===== src/rtl/receiver_deserializer_pkg.sv =====
// Shared definitions for the serial frame link (sender and receiver sides).
package receiver_deserializer_pkg;
    localparam int   FRAME_WIDTH = 40;
    localparam logic START_BIT   = 1'b1;

    typedef enum logic {
        IDLE = 1'b0,
        RECV = 1'b1
    } state_t;
endpackage


===== src/rtl/receiver_deserializer_if.sv =====
// Parallel output channel of the deserializer: valid/ready word plus overrun pulse.
interface receiver_deserializer_if
    import receiver_deserializer_pkg::*;
#(
    parameter int WIDTH = FRAME_WIDTH
) ();
    logic [WIDTH-1:0] out_data;
    logic             out_valid;
    logic             out_ready;
    logic             overrun;

    modport master (output out_data, output out_valid, output overrun, input out_ready);
    modport slave  (input out_data, input out_valid, input overrun, output out_ready);
endinterface


===== src/rtl/receiver_deserializer.sv =====
// Bit-clock domain serial-to-parallel receiver: start bit then WIDTH bits MSB first,
// delivered through a one-deep holding register with overrun reporting.
module receiver_deserializer
    import receiver_deserializer_pkg::*;
#(
    parameter int WIDTH = FRAME_WIDTH
) (
    input  logic                    clk,
    input  logic                    rst_n,
    input  logic                    sin,
    output logic                    busy,
    receiver_deserializer_if.master rx
);
    localparam int CW = $clog2(WIDTH + 1);

    state_t           state, state_nxt;
    logic [CW-1:0]    cnt;
    logic [WIDTH-1:0] shift;
    logic [WIDTH-1:0] frame;
    logic             last_bit;
    logic             load;

    // The LSB is taken straight from sin so the word is complete on the same edge.
    assign frame    = {shift[WIDTH-2:0], sin};
    assign last_bit = (state == RECV) && (cnt == CW'(WIDTH - 1));
    assign load     = last_bit && (!rx.out_valid || rx.out_ready);
    assign busy     = (state == RECV);

    always_ff @(posedge clk or negedge rst_n) begin
        if (!rst_n) state <= IDLE;
        else        state <= state_nxt;
    end

    always_comb begin
        state_nxt = state;
        case (state)
            IDLE: if (sin == START_BIT) state_nxt = RECV;
            RECV: if (last_bit)         state_nxt = IDLE;
            default:                    state_nxt = IDLE;
        endcase
    end

    always_ff @(posedge clk or negedge rst_n) begin
        if (!rst_n) begin
            cnt          <= '0;
            shift        <= '0;
            rx.out_data  <= '0;
            rx.out_valid <= 1'b0;
            rx.overrun   <= 1'b0;
        end else begin
            if (state == IDLE) begin
                if (sin == START_BIT) cnt <= '0;
            end else begin
                shift <= frame;
                cnt   <= last_bit ? '0 : cnt + CW'(1);
            end

            // A completing frame that cannot be loaded is dropped; the old word stays.
            rx.overrun <= last_bit && !load;
            if (load) begin
                rx.out_data  <= frame;
                rx.out_valid <= 1'b1;
            end else if (!last_bit && rx.out_valid && rx.out_ready) begin
                rx.out_valid <= 1'b0;
            end
        end
    end
endmodule


===== src/flat_wrapper.sv =====
// flat-port wrapper written by rule: the top's interface ports become plain ports
module receiver_deserializer_flat import receiver_deserializer_pkg::*;
#(
    parameter int WIDTH = FRAME_WIDTH
)
  (clk, rst_n, sin, busy, rx_out_data, rx_out_valid, rx_overrun, rx_out_ready);
  receiver_deserializer_if #(.WIDTH(WIDTH)) rx_i ();
  input  logic clk;
  input  logic rst_n;
  input  logic sin;
  output logic busy;
  output wire logic [$bits(rx_i.out_data)-1:0] rx_out_data;
  output wire logic [$bits(rx_i.out_valid)-1:0] rx_out_valid;
  output wire logic [$bits(rx_i.overrun)-1:0] rx_overrun;
  input wire logic [$bits(rx_i.out_ready)-1:0] rx_out_ready;
  assign rx_out_data = rx_i.out_data;
  assign rx_out_valid = rx_i.out_valid;
  assign rx_overrun = rx_i.overrun;
  assign rx_i.out_ready = rx_out_ready;
  receiver_deserializer #(.WIDTH(WIDTH)) u_core (.clk(clk), .rst_n(rst_n), .sin(sin), .busy(busy), .rx(rx_i));
endmodule

===== config.mk =====
export PLATFORM = sky130hd
export DESIGN_NAME = receiver_deserializer_flat
export DESIGN_NICKNAME = d
export VERILOG_FILES = /design/src/rtl/receiver_deserializer_pkg.sv /design/src/rtl/receiver_deserializer_if.sv /design/src/rtl/receiver_deserializer.sv /design/src/flat_wrapper.sv
export SDC_FILE = /design/constraint.sdc
export NUM_CORES = 1
export LEC_CHECK = 0
export ABC_AREA = 1
export CORE_MARGIN = 5
export CORE_UTILIZATION = 59
export DETAILED_ROUTE_END_ITERATION = 7
export GPL_TIMING_DRIVEN = 0
export PLACE_DENSITY = 0.85
export SKIP_CTS_REPAIR_TIMING = 1
export SYNTH_ARGS = -nofsm -noshare
export SYNTH_HDL_FRONTEND = slang
export SYNTH_SLANG_ARGS = --single-unit

===== constraint.sdc =====
create_clock -name clk -period 1.9 [get_ports clk]
set_input_delay 0.38 -clock clk [delete_from_list [all_inputs] [get_ports clk]]
set_output_delay 0.38 -clock clk [all_outputs]
set_load 0.01 [all_outputs]

==> run_results.csv, run 1 <==
group,metric,value,unit
place,place_congestion,0.824,
clocking,numClockSinks,88,
worst_setup_path,cp_max_fo,6,
clocking,clk_path_buf_depth,2,
timing,finalCriticalPeriod,1.81,ns
clocking,clkTransAtPathRegs,0.09,ns
routing,wl_per_cell,15.3,um
worst_setup_path,rr_worst_depth,7,
job,drv_cap,0,
layout,final_common_cell,"nand2_1",
yosys,synth.distinct_cells,21,
timing,holdWs,0.448,ns
grt,grt_use_total,0.225,
worst_setup_path,startpoint_type,"flip-flop",
timing,worst_slew_pin_slew,0.501,ns
layout,layout-drive-gt1-share,0.0971,
grt,grt_overflow,0,
routing,drtPass1Iterations,6,
floorplan,io_pins,47,
place,port_buffers,46,
clocking,cts_tree,"built",
place,placed_cell_area,0.00417,sq mm
layout,mostFrequentLayoutCells,"nand2_1 (141), dfrtp_1 (88), clkdlybuf4s50_1 (45)",
routing,wl,7940,um
pwr,peakVddDrop,0.000786,V
timing,min_period_over_period,0.955,
place,hpwlAfterDp,5340,um
grt,grt_pass1_vias,2816,
yosys,syn_inst,379,
worst_setup_path,end_kind,"primary output",
pwr,power_leakage,2.17,nW
timing,setup_viol,0,
worst_setup_path,slowest_delay,0.59,ns
layout,fillers,441,
layout,fin_area,0.00437,sq mm
worst_setup_path,cp_slowest_cell,"clkdlybuf4s50_1",
routing,via_per_inst,5.48,
timing,rsz0062_at_grt,"no",
clocking,clk_latency,0.36,ns
worst_setup_path,reg2reg_slack,0.46,ns
worst_setup_path,regToRegStartpoint,"u_core.cnt[0]",
yosys,syn_area,0.00359,sq mm
pwr,p_per_area,1490,mW/mm^2
floorplan,start_util,0.607,
clocking,cts_root_buf,"clkbuf_8",
worst_setup_path,crit_arrival,1.43,ns
floorplan,rows,28,
layout,area_growth_syn_to_layout,21.5,%
grt,grt_antenna_before_repair,0,
floorplan,dieArea,0.00775,sq mm
worst_setup_path,crit_chain,"clkdlybuf4s50_1",
routing,drt_iter0_drc,225,
routing,antenna_left,0,
worst_setup_path,rr_endpoint,"u_core.rx.out_data[25]",
yosys,syn-num-nets,384,
worst_setup_path,worst-path-buf-inv,1,
floorplan,die-width,88.1,um
outcome,status,"finished clean",
routing,route.vias.total,2838,
clocking,cts_made_buffers,9,
timing,drv_slew,0,
routing,drc,0,
timing,slew_headroom,0.666,
timing,hold_viol,0,
yosys,ys_warn_count,0,
timing,finClkSkew,0.00833,ns
grt,grt_max_degree,69,
yosys,avgSynthCellArea,9.48,sq um
timing,fmax,551,MHz
yosys,seq_area_frac_synth,0.613,
worst_setup_path,cp.required,1.52,ns
floorplan,die_h,88.1,um
worst_setup_path,path_class,"reg2out",
worst_setup_path,critical_path.top_delay_family,"buffers and inverters",
layout,num_antenna_cells,0,
grt,grt_pass1_wl,13500,um
clocking,h-tree-depth,3,
floorplan,core,0.00592,sq mm
layout,nNetsFinal,443,
hold_path,hold_path_class,"in2async",
yosys,synth-seq-cells,88,
[cell usage after synthesis (all sizes together)]
| master | n | area (sq um) |
|---|---|---|
| nand2 | 142 | 541 |
| dfrtp | 88 | 2200 |
| nand4 | 42 | 278 |
| o21ai | 39 | 195 |
| inv | 26 | 97.6 |
| buf | 20 | 150 |
| nor2 | 6 | 37.5 |
| clkbuf | 5 | 18.8 |
| nand3 | 4 | 20.0 |
| a21oi | 1 | 5.00 |
| a22o | 1 | 8.76 |
| ha | 1 | 12.5 |
| nor4 | 1 | 6.26 |
| o21bai | 1 | 7.51 |
| or2 | 1 | 6.26 |
| xor2 | 1 | 8.76 |
[final cells by class]
type / count / area (sq um) / share of cell area
Tap cell: 75 / 93.8 / 0.0215
Inverter: 26 / 97.6 / 0.0223
Clock buffer: 12 / 155 / 0.0355
Sequential cell: 88 / 2200 / 0.504
Buffer: 25 / 169 / 0.0387
Timing Repair Buffer: 48 / 495 / 0.113
Multi-Input combinational cell: 240 / 1130 / 0.258
Clock inverter: 4 / 28.8 / 0.00659
[kinds of logic (layout without fill, tap and decap cells)]
group	after synthesis	count (layout)	synth area share
adder cells (fa/ha/maj)	1	1	0.00348
flip-flops	88	88	0.613
AND/OR/NAND/NOR	196	196	0.247
AO/OA/AOI/OAI	42	42	0.0602
buffers and inverters	51	115	0.0741
XOR/XNOR	1	1	0.00244
[stage by stage]
| step | TNS (ns) | instances | power (W) | utilization | setup WS (ns) |
|---|---|---|---|---|---|
| final | 0 | 518 | 0.00650 | 0.738 | 0.0864 |
| after global routing | 0 | 518 | 0.00696 | 0.738 | 0.0551 |
| after CTS | 0 | 517 | 0.00653 | 0.736 | 0.0786 |
| after detailed placement | 0 | 501 | 0.00532 | 0.705 | 0.0803 |
| after global placement | -226.14 | 500 | 0.00518 | 0.701 | -2.58 |
| after floorplan | 0 | 379 | 0.00426 | - | 0.635 |
[routing by layer]
layer / wire (um) / track usage / share of wire / vias to the layer above
met4: 177 / 0.0948 / 0.022 / 0
met5: 0 / 0 / 0 / -
li1: - / - / - / 1359
met1: 3480 / 0.309 / 0.44 / 1385
met2: 3940 / 0.361 / 0.50 / 80
met3: 340 / 0.0357 / 0.043 / 14
[state kept, by name (all words and copies together) (netlist names)]
| register | flops |
|---|---|
| u_core.rx.out_valid | 1 |
| u_core.rx.out_data | 40 |
| u_core.cnt | 6 |
| u_core.shift | 39 |
| u_core.busy | 1 |
| u_core.rx.overrun | 1 |
[how the worst max path moves through the flow]
stage	start	to	slack, ns	cells after the start
2_1_floorplan	u_core.cnt[0]	u_core.rx.out_data[11]	0.63	7
4_1_cts	u_core.busy	busy	0.08	1
3_3_place_gp	rst_n	u_core.rx.out_data[25]	-2.58	1
5_1_grt	u_core.busy	busy	0.06	1
6_report	u_core.busy	busy	0.09	1
3_5_place_dp	rx_out_ready	u_core.rx.out_data[25]	0.08	7
[report_power, final]
group          switching (W)  total (W)  internal (W)  leakage [nW]
clock               0.000662    0.00121      0.000547        0.0886
sequential          0.000523    0.00317       0.00265          1.12
combinational        0.00111    0.00212       0.00101         0.961
total                0.00229    0.00650       0.00420          2.17
(Power assumes the default switching activity.)
==> inputs of run 2 (changes only) <==
--- a/config.mk
+++ b/config.mk
@@ -8,7 +8,9 @@
 export ABC_AREA = 1
+export CELL_PAD_IN_SITES_DETAIL_PLACEMENT = 0
+export CELL_PAD_IN_SITES_GLOBAL_PLACEMENT = 1
 export CORE_MARGIN = 5
-export CORE_UTILIZATION = 59
+export CORE_UTILIZATION = 45
 export DETAILED_ROUTE_END_ITERATION = 7
 export GPL_TIMING_DRIVEN = 0
-export PLACE_DENSITY = 0.85
+export PLACE_DENSITY_LB_ADDON = 0.1
 export SKIP_CTS_REPAIR_TIMING = 1
--- a/constraint.sdc
+++ b/constraint.sdc
@@ -3,2 +3,2 @@
 set_output_delay 0.38 -clock clk [all_outputs]
-set_load 0.01 [all_outputs]
+set_load 0.05 [all_outputs]
==> run_results.csv, run 2 (same netlist as run 1, synthesis figures left out) <==
group,metric,value,unit
worst_setup_path,crit_arrival,1.49,ns
routing,route.vias.total,2711,
timing,setup_viol,0,
job,drv_cap,0,
timing,hold_viol,8,
place,place_inst,528,
clocking,cts_root_buf,"clkbuf_8",
clocking,h-tree-depth,3,
place,hpwlAfterDp,5290,um
clocking,clkTransAtPathRegs,0.08,ns
grt,grt_max_degree,54,
layout,layout-drive-gt1-share,0.0928,
worst_setup_path,crit_end,"rx_out_valid",
worst_setup_path,rr_worst_depth,7,
layout,largest_registers,"u_core.rx.out_data (40), u_core.shift (39), u_core.cnt (6)",
worst_setup_path,startpoint_type,"flip-flop",
worst_setup_path,cp_slowest_cell,"clkdlybuf4s50_1",
floorplan,die_h,99.4,um
timing,finalCriticalPeriod,1.87,ns
grt,grt_antenna_before_repair,0,
floorplan,die-width,99.4,um
layout,largest-register,"u_core.rx.out_data",
timing,min_period_over_period,0.984,
timing,worst_slew_pin_slew,0.523,ns
worst_setup_path,path_depth,1,
layout,fin_util,0.581,
timing,fmax,535,MHz
pwr,p_per_area,1650,mW/mm^2
clocking,cts_tree,"built",
outcome,violations,"negative hold slack",
place,place_ws,0.0891,ns
timing,finClkSkew,0.0106,ns
routing,wl,7550,um
worst_setup_path,reg2reg_slack,0.41,ns
timing,setup_tns,0,ns
floorplan,rows,32,
routing,wl_per_cell,13.9,um
worst_setup_path,path_class,"reg2out",
floorplan,io_pins,47,
routing,drt_iter0_drc,85,
routing,drtPass1Iterations,4,
worst_setup_path,rr_endpoint,"u_core.rx.out_data[0]",
layout,num_antenna_cells,0,
worst_setup_path,slowest_delay,0.80,ns
grt,grt_pass1_vias,2722,
layout,largest_register_ffs,40,
worst_setup_path,regToRegStartpoint,"u_core.cnt[0]",
hold_path,hold_path_class,"in2async",
timing,slew_headroom,0.650,
worst_setup_path,crit_chain,"clkdlybuf4s50_1",
timing,holdWs,-0.0178,ns
grt,grt_pass1_wl,12800,um
worst_setup_path,crit_start,"u_core.rx.out_valid",
worst_setup_path,cp.required,1.52,ns
layout,mostFrequentLayoutCells,"nand2_1 (141), dfrtp_1 (88), nand4_1 (41), dlymetal6s2s_1 (41), o21ai_0 (39)",
routing,antenna_left,0,
layout,nNetsFinal,442,
routing,drc,0,
clocking,numClockSinks,88,
worst_setup_path,critical_path.top_delay_family,"buffers and inverters",
routing,via_per_inst,4.98,
layout,finalNonFillerCells,544,
clocking,cts_made_buffers,9,
place,port_buffers,46,
floorplan,core,0.00777,sq mm
layout,final_common_cell,"nand2_1",
worst_setup_path,end_kind,"primary output",
clocking,clk_path_buf_depth,2,
timing,drv_slew,0,
grt,grt_overflow,0,
grt,grt_use_total,0.162,
place,place_congestion,0.735,
timing,rsz0062_at_grt,"no",
timing,setup_ws,0.0311,ns
clocking,clk_latency,0.34,ns
floorplan,start_util,0.463,
pwr,power_leakage,2.84,nW
outcome,status,"finished, violations left",
layout,fillers,705,
layout,area_growth_syn_to_layout,25.5,%
worst_setup_path,worst-path-buf-inv,1,
pwr,peakVddDrop,0.000812,V
worst_setup_path,cp_max_fo,2,
floorplan,dieArea,0.00988,sq mm
run 2: cell type report:
type                            count  area [sq um]  area share
Clock inverter                      2          37.5     0.00832
Inverter                           26          97.6      0.0216
Multi-Input combinational cell    240          1130       0.250
Buffer                             25           169      0.0374
Tap cell                          102           128      0.0283
Clock buffer                       14           163      0.0361
Sequential cell                    88          2200       0.488
Timing Repair Buffer               47           588       0.130
run 2: worst min-delay path by stage:
| stage | to | slack (ns) | cells past startpoint |
|---|---|---|---|
| floorplan | u_core.busy | 0.08 | 0 |
| CTS | u_core.cnt[1] | -0.01 | 1 |
| detailed placement | u_core.cnt[1] | 0.38 | 1 |
| global placement | u_core.shift[38] | 0.46 | 2 |
| global route | u_core.cnt[0] | 0.002 | 1 |
| finish | u_core.cnt[0] | -0.02 | 1 |
run 2: power by group:
group	total (W)	internal (W)	switching (W)
Sequential	0.00315	0.00265	0.000504
Clock	0.00129	0.000683	0.000607
Combinational	0.00298	0.000969	0.00201
Total	0.00742	0.00430	0.00312
run 2: layer usage:
layer | up-vias | share of wire | global-route usage
met1 | 1300 | 0.47 | 0.217
met2 | 38 | 0.48 | 0.265
met5 | - | 0 | 0
li1 | 1363 | - | -
met4 | 0 | 0.015 | 0.0567
met3 | 10 | 0.039 | 0.0302
run 2: per-stage QoR:
step | cell area [sq um] | total power [W] | hold slack (ns)
after floorplan | 3590 | 0.00521 | 0.0844
after global placement | 4180 | 0.00619 | 0.462
after detailed placement | 4210 | 0.00625 | 0.381
after CTS | 4410 | 0.00757 | -0.0137
after global routing | 4510 | 0.00795 | 0.00249
final | 4510 | 0.00742 | -0.0178
==> inputs of run 3 (changes only) <==
- CAP_MARGIN: default -> 25
- CORE_UTILIZATION: 45 -> 26
==> run_results.csv, run 3 (same netlist as run 1, synthesis figures left out) <==
group,metric,value,unit
pwr,p_per_area,1680,mW/mm^2
outcome,status,"finished, violations left",
worst_setup_path,path_class,"reg2out",
place,placed_cell_area,0.00431,sq mm
floorplan,core,0.0137,sq mm
clocking,cts_tree,"built",
worst_setup_path,slowest_delay,0.80,ns
routing,route.vias.total,2699,
place,place_congestion,0.703,
pwr,peakVddDrop,0.000602,V
clocking,cts_root_buf,"clkbuf_16",
worst_setup_path,critical_path.top_delay_family,"buffers and inverters",
layout,fillers,1454,
layout,layout-drive-gt1-share,0.0950,
clocking,clkTransAtPathRegs,0.06,ns
clocking,numClockSinks,88,
routing,wl_per_cell,14.6,um
routing,drt_iter0_drc,149,
timing,drv_slew,0,
worst_setup_path,cp_max_fo,2,
worst_setup_path,worst-path-buf-inv,1,
layout,final_common_cell,"nand2_1",
worst_setup_path,crit_chain,"clkdlybuf4s50_1",
timing,worst_slew_pin_slew,0.553,ns
floorplan,dieArea,0.0163,sq mm
worst_setup_path,cp.required,1.52,ns
routing,antenna_left,0,
timing,fmax,537,MHz
grt,grt_overflow,0,
pwr,total_power,0.00790,W
worst_setup_path,crit_arrival,1.48,ns
clocking,clk_path_buf_depth,2,
clocking,h-tree-depth,3,
timing,hold_viol,11,
pwr,power_leakage,2.88,nW
outcome,violations,"negative hold slack",
timing,slew_headroom,0.631,
clocking,clk_latency,0.34,ns
worst_setup_path,startpoint_type,"flip-flop",
layout,nNetsFinal,442,
worst_setup_path,end_kind,"primary output",
place,port_buffers,46,
layout,largest_register_ffs,40,
place,hpwlAfterDp,6150,um
layout,area_growth_syn_to_layout,30.6,%
timing,holdWs,-0.00798,ns
timing,rsz0062_at_grt,"no",
routing,drc,0,
floorplan,start_util,0.262,
grt,grt_antenna_before_repair,0,
grt,grt_pass1_vias,2792,
timing,setup_viol,0,
layout,fin_area,0.00469,sq mm
grt,grt_pass1_wl,14900,um
grt,grt_use_total,0.118,
timing,setup_ws,0.0368,ns
layout,num_antenna_cells,0,
layout,largest-register,"u_core.rx.out_data",
floorplan,io_pins,47,
floorplan,die_h,128,um
timing,finalCriticalPeriod,1.86,ns
routing,wl,9080,um
routing,drtPass1Iterations,4,
job,drv_cap,0,
worst_setup_path,cp_slowest_cell,"clkdlybuf4s50_1",
layout,mostFrequentLayoutCells,"nand2_1 (141), dfrtp_1 (88), nand4_1 (41), dlymetal6s2s_1 (41), o21ai_0 (39)",
grt,grt_max_degree,56,
routing,via_per_inst,4.34,
clocking,cts_made_buffers,9,
layout,largest_registers,"u_core.rx.out_data (40), u_core.shift (39), u_core.cnt (6)",
floorplan,rows,43,
hold_path,hold_path_class,"in2async",
place,place_ws,0.0372,ns
timing,finClkSkew,0.00517,ns
timing,min_period_over_period,0.981,
floorplan,die-width,128,um
run 3: where the power goes:
group	total (W)	internal (W)	leakage, nW	switching [W]
registers	0.00317	0.00265	1.12	0.000515
logic	0.00301	0.000969	1.62	0.00204
clock network	0.00172	0.000993	0.139	0.000729
total	0.00790	0.00461	2.88	0.00329
run 3: per-layer routing:
metal,global-route usage,up-vias,wire length [um],share of wire
li1,-,1351,-,-
met1,0.158,1290,4270,0.47
met2,0.182,46,4260,0.47
met3,0.0255,12,352,0.039
met4,0.0543,0,195,0.021
met5,0,-,0,0
run 3: final cells by class:
| class | count | area, sq um | area share |
|---|---|---|---|
| Sequential cell | 88 | 2200 | 0.469 |
| Multi-Input combinational cell | 240 | 1130 | 0.240 |
| Buffer | 25 | 169 | 0.0360 |
| Tap cell | 180 | 225 | 0.0480 |
| Timing Repair Buffer | 47 | 588 | 0.125 |
| Inverter | 26 | 97.6 | 0.0208 |
| Clock buffer | 14 | 274 | 0.0584 |
| Clock inverter | 2 | 12.5 | 0.00267 |
run 3: worst paths after layout:
check / startpoint / end / slack (ns) / depth (start not counted)
max: u_core.rx.out_valid / rx_out_valid / 0.04 / 1
min: rst_n / u_core.rx.out_data[14] / -0.008 / 1
max reg2reg: u_core.cnt[0] / u_core.rx.out_data[18] / 0.44 / 6
min reg2reg: u_core.rx.out_data[6] / u_core.rx.out_data[6] / 0.47 / 2
max in group asynchronous: rst_n / u_core.rx.out_data[20] / 1.27 / 2
min in group clk: u_core.rx.out_data[6] / u_core.rx.out_data[6] / 0.47 / 2
run 3: metrics by stage:
| step | utilization | hold slack [ns] | TNS [ns] | instances |
|---|---|---|---|---|
| global placement | 0.312 | 0.463 | -273.11 | 605 |
| detailed placement | 0.314 | 0.377 | 0 | 606 |
| finish | 0.342 | -0.00798 | 0 | 622 |
| global route | 0.342 | 0.0359 | 0 | 622 |
| floorplan | - | 0.0844 | 0 | 379 |
| CTS | 0.335 | 0.00675 | -0.392 | 622 |
